<file path="src/rtl/divider_8by4_seq.sv">
// Sequential restoring divider, 8-bit dividend / 4-bit divisor, one quotient bit per clock.
// done pulses 9 clocks after the accepting edge (1 clock for a zero divisor); start is ignored unless idle.
module divider_8by4_seq (
    input  logic       clk,
    input  logic       rst,
    input  logic       start,
    input  logic [7:0] dividend,
    input  logic [3:0] divisor,
    output logic       busy,
    output logic       done,
    output logic [7:0] quotient,
    output logic [3:0] remainder,
    output logic       div_zero,
    output logic       q_fits4
);

    localparam int         N_ITER    = 8;
    localparam logic [2:0] LAST_ITER = 3'(N_ITER - 1);

    typedef enum logic [1:0] {
        IDLE = 2'd0,
        CALC = 2'd1,
        DONE = 2'd2
    } state_t;

    state_t      state_q, state_d;
    logic [7:0]  q_reg_q, q_reg_d;
    logic [4:0]  r_reg_q, r_reg_d;
    logic [3:0]  d_reg_q, d_reg_d;
    logic [2:0]  cnt_q, cnt_d;
    logic [7:0]  quotient_q, quotient_d;
    logic [3:0]  remainder_q, remainder_d;
    logic        div_zero_q, div_zero_d;
    logic        q_fits4_q, q_fits4_d;
    logic        done_q, done_d;

    logic [4:0]  r_tmp;
    logic [4:0]  r_sub;
    logic [4:0]  r_next;
    logic [7:0]  q_next;
    logic        r_ge;

    always_ff @(posedge clk or posedge rst) begin
        if (rst) begin
            state_q     <= IDLE;
            q_reg_q     <= 8'd0;
            r_reg_q     <= 5'd0;
            d_reg_q     <= 4'd0;
            cnt_q       <= 3'd0;
            quotient_q  <= 8'd0;
            remainder_q <= 4'd0;
            div_zero_q  <= 1'b0;
            q_fits4_q   <= 1'b1;
            done_q      <= 1'b0;
        end else begin
            state_q     <= state_d;
            q_reg_q     <= q_reg_d;
            r_reg_q     <= r_reg_d;
            d_reg_q     <= d_reg_d;
            cnt_q       <= cnt_d;
            quotient_q  <= quotient_d;
            remainder_q <= remainder_d;
            div_zero_q  <= div_zero_d;
            q_fits4_q   <= q_fits4_d;
            done_q      <= done_d;
        end
    end

    always_comb begin
        state_d = state_q;
        unique case (state_q)
            IDLE:    if (start) state_d = (divisor != 4'd0) ? CALC : DONE;
            CALC:    if (cnt_q == LAST_ITER) state_d = DONE;
            DONE:    state_d = IDLE;
            default: state_d = IDLE;
        endcase
    end

    // r_reg[4] never survives a subtract; folding it into the compare keeps it exact anyway.
    always_comb begin
        r_tmp  = {r_reg_q[3:0], q_reg_q[7]};
        r_ge   = (r_tmp >= {1'b0, d_reg_q}) | r_reg_q[4];
        r_sub  = r_tmp - {1'b0, d_reg_q};
        r_next = r_ge ? r_sub : r_tmp;
        q_next = {q_reg_q[6:0], r_ge};

        q_reg_d     = q_reg_q;
        r_reg_d     = r_reg_q;
        d_reg_d     = d_reg_q;
        cnt_d       = cnt_q;
        quotient_d  = quotient_q;
        remainder_d = remainder_q;
        div_zero_d  = div_zero_q;
        q_fits4_d   = q_fits4_q;
        done_d      = (state_q == DONE);

        unique case (state_q)
            IDLE: begin
                if (start) begin
                    q_reg_d = dividend;
                    r_reg_d = 5'd0;
                    d_reg_d = divisor;
                    cnt_d   = 3'd0;
                    if (divisor == 4'd0) begin
                        quotient_d  = 8'hFF;
                        remainder_d = 4'hF;
                        div_zero_d  = 1'b1;
                        q_fits4_d   = 1'b0;
                    end
                end
            end
            CALC: begin
                q_reg_d = q_next;
                r_reg_d = r_next;
                cnt_d   = cnt_q + 3'd1;
                if (cnt_q == LAST_ITER) begin
                    quotient_d  = q_next;
                    remainder_d = r_next[3:0];
                    div_zero_d  = 1'b0;
                    q_fits4_d   = (q_next[7:4] == 4'd0);
                end
            end
            default: ;
        endcase
    end

    always_comb begin
        busy      = (state_q == CALC);
        done      = done_q;
        quotient  = quotient_q;
        remainder = remainder_q;
        div_zero  = div_zero_q;
        q_fits4   = q_fits4_q;
    end

endmodule

</file>
<file path="config.mk">
export PLATFORM = sky130hd
export DESIGN_NAME = divider_8by4_seq
export DESIGN_NICKNAME = d
export VERILOG_FILES = /design/src/rtl/divider_8by4_seq.sv
export SDC_FILE = /design/constraint.sdc
export NUM_CORES = 1
export LEC_CHECK = 0
export ABC_AREA = 1
export BUFFER_PORTS_ARGS = -buffer_cell sky130_fd_sc_hd__clkbuf_2
export CORE_MARGIN = 5
export CORE_UTILIZATION = 40
export DETAILED_ROUTE_END_ITERATION = 8
export HOLD_SLACK_MARGIN = 0.08
export PLACE_DENSITY = 0.65
export RECOVER_POWER = 25
export SKIP_LAST_GASP = 1
export SLEW_MARGIN = 20
export SYNTH_ARGS = -nofsm -noshare
export SYNTH_HDL_FRONTEND = slang
export SYNTH_SLANG_ARGS = --single-unit
</file>
<file path="constraint.sdc">
create_clock -name clk -period 1.8 [get_ports clk]
set_input_delay 0.18 -clock clk [delete_from_list [all_inputs] [get_ports clk]]
set_output_delay 0.18 -clock clk [all_outputs]
set_load 0.01 [all_outputs]
</file>
-- Yosys cells after proc, flatten, opt, wreduce, memory -nomap -nowiden
Cells that the tools add are included.
- bits in registers: 37
- bits in latches: 0
- RAM bits: 0
- ROM bits: 0
- bits of input ports: 15
- output and inout port bits: 16
- logic and storage cells: 56
- memories kept: 0
- $add $sub $neg: 2
- multipliers: 0
- div/mod/pow operators: 0
- order comparisons: 1
- equal/unequal tests: 6
- shift-type cells: 0
- mux-type cells: 27
- bitwise gates (word level): 1
- reduce and logical (&&, ||, !) cells: 9
- operators by type and width (operator ; number):
    $mux W8 ; 4
    $pmux W8 S2 ; 2
    $mux W4 ; 3
    $mux W5 ; 2
    $pmux W5 S2 ; 1
    $logic_not A4 Y1 ; 2
    $pmux W4 S2 ; 1
    $mux W1 ; 6
    $mux W2 ; 3
    $pmux W3 S2 ; 1
    $reduce_and A2 Y1 ; 3
    $ge A5 B4 Y1 ; 1
    $sub A5 B4 Y5 ; 1
    $ne A2 B2 Y1 const B ; 2
    $pmux W1 S2 ; 2
    $pmux W2 S2 ; 1
    $reduce_and A4 Y1 ; 1
    $reduce_bool A4 Y1 ; 1
    $add A3 B1 Y3 const B ; 1
    $eq A3 B3 Y1 const B ; 1
    $mux W3 ; 1
    $eq A2 B1 Y1 const B ; 1
    $eq A2 B2 Y1 const B ; 1
    $logic_not A2 Y1 ; 1
    3 further kinds ; 3

-- Depth between registers and ports, before layout
Gate-level depths: netlist of run 1.
- depth after elaboration: 5
- mapped depth: 11
- mapped depth without buffers: 11

-- Worst setup path before layout of run 1
OpenSTA, ideal clock, no wires.
- kind: flip-flop to flip-flop
- from: register r_reg_q[1]
- to: register remainder_q[2], in the netlist remainder[2]
- library setup time: 0.116 ns
- data arrival time: 1.366 ns
- data required time: 1.684 ns
- setup slack: 0.318 ns
- stages on the path, launching flop included: 10
- path buffers: 0
- clock period less this slack: 1.482 ns
- cell sequence: dfrtp_1 > ha_1 > nand2_1 > nor2_1 > nor2_2 > nand2_2 > nand2_1 > nand3_1 > nand2_1 > nand2_1
- cells in the longest elaborated chain, start to end: 5
- elaborated cells on any way between the ends: 6
- classes of those cells: 1 x add/sub; 1 x order compare; 3 x mux; 1 x bitwise
- RTL lines (item ; RTL line ; source):
    start, declared ; 28 ; logic [4:0] r_reg_q, r_reg_d;
    start signal, assigned ; 58 ; r_reg_q <= r_reg_d;
    $ge A5 B4 Y1 ; 82 ; r_ge = (r_tmp >= {1'b0, d_reg_q}) | r_reg_q[4];
    $or A1 B1 Y1 ; 82 ;
    $mux W5 * ; 84 ; r_next = r_ge ? r_sub : r_tmp;
    $mux W4 * ; 116 ; if (cnt_q == LAST_ITER) begin
    $pmux W4 S2 * ; 97 ; unique case (state_q)
    end signal, assigned ; 62 ; remainder_q <= remainder_d;
    end, declared ; 32 ; logic [3:0] remainder_q, remainder_d;
Mark *: on every way between the ends. The rest lies on a longest branch, timed or not. The select of a mux whose other input is x is not followed.
A chain may end at the register's enable or synchronous reset.

-- Worst setup path after layout of run 1
- from: register cnt_q[0]
- to: register remainder_q[1], in the netlist remainder[1]
- cells in the longest elaborated chain, start to end: 3
- RTL lines (item ; RTL line ; source):
    start, declared ; 30 ; logic [2:0] cnt_q, cnt_d;
    start signal, assigned ; 60 ; cnt_q <= cnt_d;
    $eq A3 B3 Y1 ; 116 ;
    $ne A2 B1 Y1 (no source line) ; - ;
    $reduce_and A4 Y1 (no source line) ; - ;
No other way between the ends.

==> results.toml, run 1 <==
[outcome]
outcome = "finished, final reports clean"

[sta]
fmax_mhz = 599
min_period_over_period_pct = 92.7
setup_ws_ns = 0.131
worstMarginPinSlew_ns = 0.917
hold_viol = 0
finalClockSkew_ns = 0.00885
min_period_ns = 1.67
final-max-slew-violation-count = 0
relSlewSlack_pct = 38.9
rsz0062_at_grt = "false"
tns_ns = 0
setup_viol = 0

[grt]
grt_pass1_vias = 1418
antenna_found_initial = 0
grt_pass1_wl_mm = 6.61
grt_overflow = 0
grt_max_degree = 38
grt_usage_pct = 13.7

[pwr]
leakage_nw = 1.12
internal_power_mw = 2.51
pwr-share-comb_pct = 50.7
p_sw_mw = 1.95
vdd_drop_max_uv = 861
p_total_mw = 4.46
seqPwrFrac_pct = 32.8
clock_power_share_pct = 16.5
power_density_mw_per_mm2 = 2060
swShare_pct = 43.8

[logic_synthesis]
ys_async_sr_fraction_pct = 100
synth-adder-area-share_pct = 5.30
synth_mux_area_share_pct = 0
ys_seq_elements = 37
synth_edf_count = 0
synth_xor_area_share_pct = 0.976
synth_cell_types = 28
syn_area_mm2 = 0.00179
synth_simple_gate_area_share_pct = 24.5
syn_inst = 207
ys_seq_area_share_pct = 51.7
synthFlopType = "dfrtp_1"
synth_top_family_by_area = "simple AND/OR/NAND/NOR gates"
syn_area_per_cell_um2 = 8.67
synthesis.nets = 229
ys_warn_count = 0
synth_compound_area_share_pct = 9.41

[detailed_routing]
drt_iter0_drc = 80
drc_errors = 0
routedWlPerCell_um = 13.3
viasPerCell = 4.85
dr_total_vias = 1454
wl_mm = 3.98
antenna_left = 0
first_pass_iters = 4

[cells_and_area]
antennaDiodeCount = 0
layout_common_cells = "44 x nand2_1, 36 x dfrtp_1, 31 x clkbuf_2"
syn2layout_area_growth_pct = 20.9
final_common_cell = "nand2_1"
layout.nets = 269
final_cell_area_mm2 = 0.00217
fin_cells = 300
drive_gt1_share_pct = 24.2

[placement]
portBuffers = 30
dp_slack_ns = 0.0817
gp_congestion = 0.817
dp.cells = 287
dpl.hpwl_mm = 2.86
dpl_cell_area_mm2 = 0.00199

[cts]
clock_sinks = 37
clkTransAtPathRegs_ns = 0.09
ctsHtreeMaxLevel = 2
clock_path_buffers = 2
cts_buffers = 5
cts_tree = "yes"
clk_latency_ns = 0.30
cts_root_buf = "clkbuf_8"

[die]
die_h_um = 77.0
die_w_um = 77.0
initial_core_util_pct = 41.2
ios = 31
die_area_mm2 = 0.00593
std_cell_rows = 24
coreArea_mm2 = 0.00435

[critical_path]
cp_max_fo = 10
start_kind = "register"
crit_path_end_kind = "register"
critPathArrivalTime_ns = 1.85
critPathKind = "register to register"
crit_required_ns = 1.98

[hold_path]
hp-class = "input port to register"

[job]
max_cap_violations = 0
[cell usage after synthesis, types with 3 or more instances]
cell       n  area share (%)
o21ai_1    3            0.84
nand2_2    5             1.7
nand3_1   13             3.6
o22ai_1    3             1.0
o21ai_2    3             1.5
a21oi_1    3            0.84
nand2_1   44             9.2
o21ai_0   11             3.1
ha_1       6             4.2
inv_1     24             5.0
nor3_1     6             1.7
dfrtp_1   36              50
buf_2      3            0.84
o211ai_1   3             1.3
nor2_1    26             5.4
[area by class of cell]
class | instances | area [um2]
tap | 52 | 65.1
inverter | 26 | 100
fill | 389 | 2190
timing repair buffer | 39 | 230
sequential | 37 | 927
clock buffer | 5 | 68.8
clock inverter | 3 | 46.3
multi-input combinational | 138 | 731
[registers in the layout, indices dropped and copies added, names as in the netlist]
name,cells
q_reg_q,8
cnt_q,3
state_q,2
quotient,8
d_reg_q,4
r_reg_q,5
div_zero,1
remainder,4
q_fits4,1
done,1
[metal layers]
| metal | global-route usage [%] | up-vias | wire length [um] |
|---|---|---|---|
| met4 | 4.30 | 0 | 40 |
| met1 | 18.7 | 667 | 1920 |
| met3 | 4.45 | 6 | 208 |
| li1 | - | 745 | - |
| met2 | 20.6 | 36 | 1820 |
| met5 | 0 | - | 0 |
[power groups by stage]
stage | Combinational [mW] | Sequential, mW | Clock [mW]
finish | 2.26 | 1.46 | 0.738
global route | 2.57 | 1.50 | 0.780
CTS | 2.19 | 1.46 | 0.750
detailed placement | 2.18 | 1.47 | 0
global placement | 2.14 | 1.46 | 0
floorplan | 1.59 | 1.49 | 0
[worst max-delay path: stages, from the launching register on]
cell and delay (ns):
dfrtp_1 0.42, ha_1 0.22, ha_1 0.19, inv_1 0.09, nor2_2 0.05, inv_1 0.09, nand2_2 0.10, nand2_8 0.13
inv_4 0.08, nand3_1 0.11, nand2_1 0.05
[per-stage QoR]
| stage | utilization, % | hold WS (ns) |
|---|---|---|
| 2_1_floorplan | - | 0.331 |
| 3_5_place_dp | 45.8 | 0.302 |
| 5_1_grt | 49.8 | 0.161 |
| 3_3_place_gp | 45.8 | 0.299 |
| 4_1_cts | 48.7 | 0.117 |
| 6_report | 49.8 | 0.117 |
[what timing repair did]
action,4_1_cts,5_1_grt
endpoints found under the setup margin,0,9
hold buffers,1,0
setup buffers,0,4
resized for setup,0,1
hold endpoints to repair,36,0
[cells by family after synthesis]
| kind of cell | Yosys count |
|---|---|
| flip-flops | 37 |
| adder cells (fa/ha/maj) | 7 |
| AND/OR/NAND/NOR | 101 |
| buffers and inverters | 32 |
| AO/OA/AOI/OAI | 28 |
| XOR/XNOR | 2 |
[worst paths after layout]
path | slack (ns) | startpoint | end | cells past startpoint
max | 0.13 | cnt_q[0] | remainder[1] | 10
max in group asynchronous | 0.53 | rst | done | 4
max reg2reg | 0.13 | cnt_q[0] | remainder[1] | 10
min in group asynchronous | 0.69 | rst | d_reg_q[3] | 4
min reg2reg | 0.48 | state_q[0] | done | 1
min | 0.12 | dividend[5] | q_reg_q[5] | 3
No activity file was read; power rests on OpenSTA's default activity.
==> run 2: changes to the inputs <==
--- a/config.mk
+++ b/config.mk
@@ -11,7 +11,7 @@
 export CORE_UTILIZATION = 40
 export DETAILED_ROUTE_END_ITERATION = 8
 export HOLD_SLACK_MARGIN = 0.08
-export PLACE_DENSITY = 0.65
+export PLACE_DENSITY = 0.61
 export RECOVER_POWER = 25
 export SKIP_LAST_GASP = 1
 export SLEW_MARGIN = 20
==> results.toml, run 2 (synthesized netlist as in run 1, its figures left out) <==
[outcome]
outcome = "finished, final reports clean"

[grt]
grtUsageMet3_pct = 3.98
grt_busiest_layer = "met2"
grt_pass1_wl_mm = 6.58
grt_use_met2_pct = 21.4
antenna_found_initial = 0
grt_max_degree = 38
grt_overflow = 0
grt_pass1_vias = 1362
grt_usage_pct = 14.0
grtUsageMet1_pct = 18.7

[cts]
postCtsSetupRepairBufs = 0
cts_buffers = 5
cts_root_buf = "clkbuf_8"
cts_tree = "yes"
clk_latency_ns = 0.29
clock_path_buffers = 2
clkTransAtPathRegs_ns = 0.08
ctsHtreeMaxLevel = 2
clock_sinks = 37

[critical_path]
start_kind = "register"
critPathKind = "register to register"
crit_path_end_kind = "register"
cp_max_fo = 16
regToRegStartpoint = "cnt_q[0]"
critPathArrivalTime_ns = 1.85
startpoint = "cnt_q[0]"
crit_required_ns = 1.97

[die]
coreArea_mm2 = 0.00435
initial_core_util_pct = 41.2
die_w_um = 77.0
std_cell_rows = 24
die_h_um = 77.0
ios = 31
die_area_mm2 = 0.00593

[sta]
tns_ns = 0
final-max-slew-violation-count = 0
worstMarginPinSlew_ns = 0.911
setup_viol = 0
min_period_over_period_pct = 93.3
finalClockSkew_ns = 0.00862
rsz0062_at_grt = "false"
min_period_ns = 1.68
setup_ws_ns = 0.121
hold_viol = 0
fmax_mhz = 596
relSlewSlack_pct = 39.3

[placement]
dp_slack_ns = 0.0861
dp.cells = 288
gp_congestion = 0.776
dpl.hpwl_mm = 2.86
portBuffers = 30

[detailed_routing]
wl_mm = 3.92
drc_errors = 0
dr_total_vias = 1426
first_pass_iters = 4
viasPerCell = 4.80
antenna_left = 0
drt_iter0_drc = 83
routedWlPerCell_um = 13.2

[pwr]
power_density_mw_per_mm2 = 2070
leakage_nw = 1.10
vdd_drop_max_uv = 806

[cells_and_area]
fill_cells = 450
antennaDiodeCount = 0
syn2layout_area_growth_pct = 19.1
final_common_cell = "nand2_1"
layout_common_cells = "44 x nand2_1, 36 x dfrtp_1, 30 x clkbuf_2"
finalCoreUtilization_pct = 49.1
layout.nets = 266
fin_cells = 297
drive_gt1_share_pct = 22.9

[job]
max_cap_violations = 0

[hold_path]
hp-class = "input port to register"
min_from = "dividend[5]"
==> run 2: cell count changes in the layout (fill, tap and decap cells not counted), sizes merged <==
| cell | previous run | this run |
|---|---|---|
| buf | 7 | 4 |
| clkbuf | 36 | 37 |
| clkinv | 1 | 0 |
==> run 2: repair_timing <==
action                                  4_1_cts  5_1_grt
endpoints found under the setup margin        0        2
endpoints found under the hold margin        36        0
gates resized for setup                       0        1
hold buffers                                  1        0
==> run 2: worst paths after layout <==
kind                       depth (start not counted)            to  slack, ns
max                                               10  remainder[1]       0.12
min                                                3    q_reg_q[5]       0.13
max reg2reg                                       10  remainder[1]       0.12
min reg2reg                                        2   quotient[2]       0.48
max in group asynchronous                          4  remainder[0]       0.54
min in group asynchronous                          4          done       0.70
==> run 2: worst max-delay path, stage by stage, from the launching register on <==
cell,delay [ns]
dfrtp_1,0.40
ha_1,0.21
ha_1,0.20
inv_1,0.09
nor2_2,0.05
inv_1,0.09
nand2_2,0.11
nand2_8,0.16
inv_4,0.09
nand3_1,0.11
nand2_1,0.06
==> run 2: cell type report <==
cell class | instances | area [um2] | share of cell area [%]
Timing Repair Buffer | 36 | 194 | 9.07
Inverter | 26 | 100 | 4.68
Clock inverter | 2 | 37.5 | 1.76
Tap cell | 52 | 65.1 | 3.04
Multi-Input combinational cell | 138 | 731 | 34.2
Sequential cell | 37 | 927 | 43.4
Clock buffer | 6 | 82.6 | 3.86
==> run 2: metal layers <==
layer,part of all wire (%),up-vias
li1,-,732
met1,49,658
met2,46,29
met3,3.9,7
met4,1.5,0
met5,0,-
==> run 2: per-stage QoR <==
step | total power [mW] | hold slack [ns] | area, um2
2_1_floorplan | 3.08 | 0.331 | 1790
3_3_place_gp | 3.64 | 0.301 | 2000
3_5_place_dp | 3.68 | 0.311 | 2000
4_1_cts | 4.44 | 0.127 | 2130
5_1_grt | 4.84 | 0.147 | 2140
6_report | 4.41 | 0.130 | 2140
==> run 2: where the power goes <==
part	switching [mW]	internal [mW]
Clock	0.297	0.450
Combinational	1.38	0.829
Sequential	0.223	1.23
Total	1.90	2.51
